==> src/rtl/icache_pkg.sv <==
// Shared I-cache definitions: status-array FSM encoding, way count and status bit layout.
package icache_pkg;

    localparam int I_INDEX_WIDTH = 6;
    localparam int ICACHE_WAYS   = 4;

    localparam int ST_VALID = 0;
    localparam int ST_DIRTY = 1;

    // Status written by a refill: valid, clean.
    localparam logic [1:0] ST_FILL = 2'b01;

    typedef enum logic [1:0] {
        S_FLUSH,
        S_IDLE,
        S_FILL_RD,
        S_FILL_WR
    } isram_state_e;

endpackage

==> src/rtl/isram_victim_sel.sv <==
// Victim selection: lowest-numbered invalid way, or the round-robin pointer when the set is full.
module isram_victim_sel
    import icache_pkg::*;
(
    input  logic [ICACHE_WAYS-1:0] vmask,
    input  logic [1:0]             rr_ptr,
    output logic [1:0]             victim,
    output logic                   use_rr
);

    always_comb begin
        victim = rr_ptr;
        use_rr = 1'b1;
        // Descending scan so the lowest invalid way is the last one assigned.
        for (int i = ICACHE_WAYS - 1; i >= 0; i--) begin
            if (!vmask[i]) begin
                victim = 2'(i);
                use_rr = 1'b0;
            end
        end
    end

endmodule

==> src/rtl/isram_ctrl.sv <==
// Status-array sequencer for the 4-way I-cache: flush sweep, fill with victim selection, lookups.
// Define ISRAM_RESET_FLUSH_EN to sweep the array invalid coming out of reset.
module isram_ctrl
    import icache_pkg::*;
#(
    parameter int aw = I_INDEX_WIDTH,
    parameter int dw = 2
) (
    input  logic          clk,
    input  logic          reset,
    input  logic          lookup_valid,
    output logic          lookup_ready,
    input  logic [aw-1:0] lookup_index,
    output logic          resp_valid,
    output logic [3:0]    resp_vmask,
    output logic [3:0]    resp_dmask,
    input  logic          fill_valid,
    output logic          fill_ready,
    input  logic [aw-1:0] fill_index,
    output logic          fill_done,
    output logic [1:0]    fill_way,
    input  logic          flush_req,
    output logic          flush_busy,
    output logic          sram_en,
    output logic          sram_we,
    output logic [aw-1:0] sram_index,
    output logic [1:0]    sram_way,
    output logic [dw-1:0] sram_din,
    input  logic [dw-1:0] sram_dout0,
    input  logic [dw-1:0] sram_dout1,
    input  logic [dw-1:0] sram_dout2,
    input  logic [dw-1:0] sram_dout3
);

    localparam int FW = aw + 2;

`ifdef ISRAM_RESET_FLUSH_EN
    localparam isram_state_e RESET_STATE = S_FLUSH;
`else
    localparam isram_state_e RESET_STATE = S_IDLE;
`endif

    isram_state_e  state_q, state_d;
    logic [FW-1:0] fcnt_q, fcnt_d;
    logic [1:0]    rr_ptr_q, rr_ptr_d;
    logic [1:0]    victim_q, victim_d;
    logic          use_rr_q, use_rr_d;
    logic [aw-1:0] index_q, index_d;
    logic          resp_valid_q, resp_valid_d;
    logic [3:0]    vmask_q, vmask_d;
    logic [3:0]    dmask_q, dmask_d;

    logic          en_c, we_c;
    logic [aw-1:0] idx_c;
    logic [1:0]    way_c;
    logic [dw-1:0] din_c;
    logic [3:0]    rd_vmask, rd_dmask;
    logic [1:0]    sel_victim;
    logic          sel_use_rr;

    assign rd_vmask = {sram_dout3[ST_VALID], sram_dout2[ST_VALID],
                       sram_dout1[ST_VALID], sram_dout0[ST_VALID]};
    assign rd_dmask = {sram_dout3[ST_DIRTY], sram_dout2[ST_DIRTY],
                       sram_dout1[ST_DIRTY], sram_dout0[ST_DIRTY]};

    isram_victim_sel u_victim_sel (
        .vmask  (rd_vmask),
        .rr_ptr (rr_ptr_q),
        .victim (sel_victim),
        .use_rr (sel_use_rr)
    );

    // NOTE: every variable gets a default first so no path leaves one unassigned (no latches).
    always_comb begin
        state_d      = state_q;
        fcnt_d       = fcnt_q;
        rr_ptr_d     = rr_ptr_q;
        victim_d     = victim_q;
        use_rr_d     = use_rr_q;
        index_d      = index_q;
        resp_valid_d = 1'b0;
        vmask_d      = vmask_q;
        dmask_d      = dmask_q;
        en_c         = 1'b0;
        we_c         = 1'b0;
        idx_c        = lookup_index;
        way_c        = 2'd0;
        din_c        = '0;
        fill_ready   = 1'b0;
        lookup_ready = 1'b0;
        flush_busy   = 1'b0;
        fill_done    = 1'b0;

        case (state_q)
            S_IDLE: begin
                fill_ready   = !flush_req;
                lookup_ready = !flush_req && !fill_valid;
                if (flush_req) begin
                    state_d = S_FLUSH;
                end else if (fill_valid) begin
                    index_d = fill_index;
                    state_d = S_FILL_RD;
                end else if (lookup_valid) begin
                    en_c         = 1'b1;
                    resp_valid_d = 1'b1;
                    vmask_d      = rd_vmask;
                    dmask_d      = rd_dmask;
                end
            end
            S_FILL_RD: begin
                en_c     = 1'b1;
                idx_c    = index_q;
                victim_d = sel_victim;
                use_rr_d = sel_use_rr;
                state_d  = S_FILL_WR;
            end
            S_FILL_WR: begin
                en_c      = 1'b1;
                we_c      = 1'b1;
                idx_c     = index_q;
                way_c     = victim_q;
                din_c     = dw'(ST_FILL);
                fill_done = 1'b1;
                if (use_rr_q) rr_ptr_d = rr_ptr_q + 2'd1;
                state_d   = S_IDLE;
            end
            S_FLUSH: begin
                flush_busy = 1'b1;
                en_c       = 1'b1;
                we_c       = 1'b1;
                idx_c      = fcnt_q[FW-1:2];
                way_c      = fcnt_q[1:0];
                fcnt_d     = fcnt_q + 1'b1;
                // Last entry: the increment wraps fcnt back to zero for the next sweep.
                if (&fcnt_q) state_d = S_IDLE;
            end
            default: state_d = S_IDLE;
        endcase
    end

    // NOTE: non-blocking assignments so every flop samples pre-edge values.
    always_ff @(posedge clk or posedge reset) begin
        if (reset) begin
            state_q      <= RESET_STATE;
            fcnt_q       <= '0;
            rr_ptr_q     <= 2'd0;
            victim_q     <= 2'd0;
            use_rr_q     <= 1'b0;
            index_q      <= '0;
            resp_valid_q <= 1'b0;
            vmask_q      <= 4'd0;
            dmask_q      <= 4'd0;
        end else begin
            state_q      <= state_d;
            fcnt_q       <= fcnt_d;
            rr_ptr_q     <= rr_ptr_d;
            victim_q     <= victim_d;
            use_rr_q     <= use_rr_d;
            index_q      <= index_d;
            resp_valid_q <= resp_valid_d;
            vmask_q      <= vmask_d;
            dmask_q      <= dmask_d;
        end
    end

    // Array strobes are blocked while reset is held, whatever state the FSM sits in.
    assign sram_en    = en_c & ~reset;
    assign sram_we    = we_c & ~reset;
    assign sram_index = idx_c;
    assign sram_way   = way_c;
    assign sram_din   = din_c;

    assign resp_valid = resp_valid_q;
    assign resp_vmask = vmask_q;
    assign resp_dmask = dmask_q;
    assign fill_way   = victim_q;

endmodule

==> config.mk <==
export PLATFORM = sky130hd
export DESIGN_NAME = isram_ctrl
export DESIGN_NICKNAME = d
export VERILOG_FILES = /design/src/rtl/icache_pkg.sv /design/src/rtl/isram_victim_sel.sv /design/src/rtl/isram_ctrl.sv
export SDC_FILE = /design/constraint.sdc
export NUM_CORES = 1
export LEC_CHECK = 0
export ABC_AREA = 1
export BUFFER_PORTS_ARGS = -buffer_cell sky130_fd_sc_hd__buf_4
export CAP_MARGIN = 10
export CORE_ASPECT_RATIO = 0.8
export CORE_UTILIZATION = 54
export CTS_CLUSTER_SIZE = 25
export DETAILED_ROUTE_END_ITERATION = 6
export GPL_ROUTABILITY_DRIVEN = 0
export PLACE_DENSITY_LB_ADDON = 0.05
export SLEW_MARGIN = 0
export SYNTH_ARGS = -nofsm -noshare
export SYNTH_HDL_FRONTEND = slang
export SYNTH_SLANG_ARGS = --single-unit
==> constraint.sdc <==
create_clock -name clk -period 2.4 [get_ports clk]
set_input_delay 0.36 -clock clk [delete_from_list [all_inputs] [get_ports clk]]
set_output_delay 0.36 -clock clk [all_outputs]
set_load 0.01 [all_outputs]
==> metrics.log <==
INFO  metric outcome = finished, final reports clean
INFO  metric cts_resized = 0
INFO  metric core_area = 2790 sq um
INFO  metric synth-main-ff-cell = sky130_fd_sc_hd__dfrtp_1
INFO  metric cts_inserted_buffers = 5
INFO  metric source_to_sink_clock_delay_at_the_later_pin_of_the_worst_skew_pair = 280 ps
INFO  metric wl_met2 = 1.61 mm
INFO  metric number_of_antenna_diodes = 0
INFO  metric via_count_of_the_first_global_routing_pass = 1337
INFO  metric clock_tree_from_tritoncts = yes
INFO  metric floorplan.rows = 17
INFO  metric fillCellCount = 223
INFO  metric antenna_found_initial = 0
INFO  metric slew_violations = 0
INFO  metric routedWlPerCell = 11.7 microns
INFO  metric hold_path_class = in -> async
INFO  metric syn-cell-area = 1590 sq um
INFO  metric highest_layer = met4
INFO  metric netlist_top_cells_count = 58 x sky130_fd_sc_hd__nand2_1, 29 x sky130_fd_sc_hd__dfrtp_1, 23 x sky130_fd_sc_hd__inv_1
INFO  metric startpoint_type = flip-flop
INFO  metric floorplan.die.width = 62.7 microns
INFO  metric synth_to_layout_area_growth = 30.7%
INFO  metric grt_start_max_net_pins = 20
INFO  metric final_net_count = 282
INFO  metric timing.final.crit_period = 2230 ps
INFO  metric power_density = 1210 nW/um^2
INFO  metric synth_largest_type_area_fraction = 45.6%
INFO  metric fin_worst_hold_slack = 96.4 ps
INFO  metric synth.yosys.seq_area_share = 47.2%
INFO  metric vias = 1418
INFO  metric mean_syn_cell_area = 8.08 sq um
INFO  metric numClockSinks = 30
INFO  metric dr.first_iter.drc_count = 90
INFO  metric synth.yosys.warnings = 0
INFO  metric post-synth-top-area-cell = sky130_fd_sc_hd__dfrtp_1
INFO  metric final.period_utilization = 92.8%
INFO  metric drt_drc_violations_left = 0
INFO  metric cp-end-kind = primary output
INFO  metric route.met3.wl = 197 microns
INFO  metric asyncSetResetFlopFracSynth = 100%
INFO  metric first_pass_grt_wire_length = 5.67 mm
INFO  metric finalSetupViolCount = 0
INFO  metric worst_ir_drop_vdd = 0.627 mV
INFO  metric fin_skew = 4.77 ps
INFO  metric rsz0062_at_grt = no
INFO  metric wl = 3.36 mm
INFO  metric grt_overflow = 0
INFO  metric portBuffers = 50
INFO  metric floorplan.die.height = 50.6 microns
INFO  metric clkTransAtPathRegs = 60 ps
INFO  metric criticalPathCategory = reg -> out
INFO  metric antenna_violating_nets_post_route = 0
INFO  metric yosys_register_bits = 30
INFO  metric mappedNetlistNets = 228
INFO  metric post_synth_main_area_contributors = sky130_fd_sc_hd__dfrtp_1 46%, sky130_fd_sc_hd__nand2_1 14%, sky130_fd_sc_hd__inv_1 5.4%
INFO  metric synth-edff-count = 0
INFO  metric ios = 52
INFO  metric route.layer.met1.wl = 1.54 mm
INFO  metric worst_ep_required_time = 2040 ps
INFO  metric cp_max_fo = 8
INFO  metric global_route.usage.total = 24.5%
INFO  metric power.static_leakage = 0.00114 uW
INFO  metric synthesis.instances = 197
INFO  metric die_area = 3170 sq um
INFO  metric critical_path_arrival = 1870 ps
INFO  metric cts_post_setup_buffers_inserted = 0
INFO  metric detailed_place_hpwl = 2.63 mm
INFO  metric yosysMostFrequentCell = sky130_fd_sc_hd__nand2_1
INFO  metric cts_htree_levels = 2
INFO  metric clock_tree.buffer_depth = 2
INFO  metric setup-tns-final = 0 ps
INFO  metric drive_above_1_share = 30.4%
INFO  metric timing.max_cap.violations = 0
INFO  metric cts_root_buffer = sky130_fd_sc_hd__clkbuf_8
INFO  metric netlist-cell-type-count = 26
INFO  metric holdBufCountCts = 0
INFO  metric detail_route.vias_per_cell = 4.92
INFO  metric achievable-frequency = 449 MHz
INFO  metric timing.final.hold_violations = 0
INFO  metric initial_utilization = 57.1%
INFO  metric drt_pre_antenna_iters = 4
==> layout make-up <==
type                       count  area, sq um  area share, %
timing repair buffer          52          390           18.8
sequential                    30          752           36.2
multi-input combinational    137          708           34.1
tap                           38         47.5           2.29
inverter                      25         98.8           4.75
clock buffer                   6         82.6           3.97
==> report_power, final <==
part	total, uW	switching [uW]	internal (uW)	leakage [uW]
Sequential	914	182	732	0.000372
Clock	398	177	220	0.0000431
Combinational	1200	649	554	0.000728
==> flip-flops by register name (all words and copies together) (netlist names) <==
name	count
fcnt_q	8
index_q	6
resp_dmask	4
resp_vmask	4
fill_way	2
rr_ptr_q	2
state_q	2
resp_valid	1
use_rr_q	1
==> worst paths after layout <==
path / startpoint / endpoint / slack (ps) / cells past startpoint
max: state_q[0] / sram_index[1] / 170 / 7
min: reset / resp_dmask[0] / 100 / 2
max reg2reg: state_q[1] / fcnt_q[6] / 670 / 7
min reg2reg: resp_dmask[0] / resp_dmask[0] / 490 / 2
max in group asynchronous: reset / state_q[0] / 1640 / 3
min in group clk: sram_dout0[1] / resp_dmask[0] / 270 / 3
==> cells by family after synthesis <==
kind of cell	Yosys count	synth area share (%)
buf+inv	30	8.25
xor+xnor	6	3.30
flops	30	47.2
fa+ha+maj	6	4.72
compound gates	25	8.33
other cells	1	0.236
mux	1	0.707
simple gates	98	27.2
==> metrics by stage <==
| stage | instance area (sq um) | setup slack [ps] | utilization, % | std cells | power [uW] |
|---|---|---|---|---|---|
| final | 2080 | 173 | 74.6 | 288 | 2510 |
| after global routing | 2080 | 27.4 | 74.6 | 288 | 2720 |
| after CTS | 2080 | 162 | 74.6 | 288 | 2530 |
| after detailed placement | 2000 | 466 | 71.7 | 282 | 2120 |
| after global placement | 2000 | 561 | 71.7 | 282 | 2070 |
| after floorplan | 1590 | 674 | - | 197 | 1610 |
==> critical path: stages, from the launching register on <==
cell and delay (ps):
sky130_fd_sc_hd__dfstp_2 570, sky130_fd_sc_hd__inv_1 70, sky130_fd_sc_hd__ha_1 290, sky130_fd_sc_hd__nor2_1 210
sky130_fd_sc_hd__nor2_1 60, sky130_fd_sc_hd__a21oi_1 120, sky130_fd_sc_hd__o21ai_0 100, sky130_fd_sc_hd__buf_4 170
==> layer usage <==
layer  vias to the layer above  global-route usage [%]
met3                         2                    10.7
met4                         0                    7.36
met1                       666                    29.3
li1                        715                       -
met5                         -                       0
met2                        35                    40.0
==> cell usage in the layout (no fill, tap or decap) <==
cell                        n
sky130_fd_sc_hd__nor2_1    19
sky130_fd_sc_hd__mux2_2     1
sky130_fd_sc_hd__o21bai_1   1
sky130_fd_sc_hd__nand2_2    9
sky130_fd_sc_hd__nand3_1    7
sky130_fd_sc_hd__inv_1     23
sky130_fd_sc_hd__xor2_1     6
sky130_fd_sc_hd__dfstp_2    1
sky130_fd_sc_hd__nor2_2     2
sky130_fd_sc_hd__o21ai_0    4
sky130_fd_sc_hd__nand2_1   58
sky130_fd_sc_hd__o22ai_1    3
sky130_fd_sc_hd__conb_1     1
sky130_fd_sc_hd__o21ai_1    1
sky130_fd_sc_hd__ha_1       6
sky130_fd_sc_hd__nand2_4    1
sky130_fd_sc_hd__nand3_4    1
sky130_fd_sc_hd__inv_6      1
sky130_fd_sc_hd__dfrtp_1   29
sky130_fd_sc_hd__clkbuf_8   6
sky130_fd_sc_hd__nor2_4     1
sky130_fd_sc_hd__a31oi_1    1
sky130_fd_sc_hd__inv_2      1
sky130_fd_sc_hd__buf_4     52
sky130_fd_sc_hd__a21oi_1   15
No activity file was read; power rests on OpenSTA's default activity.
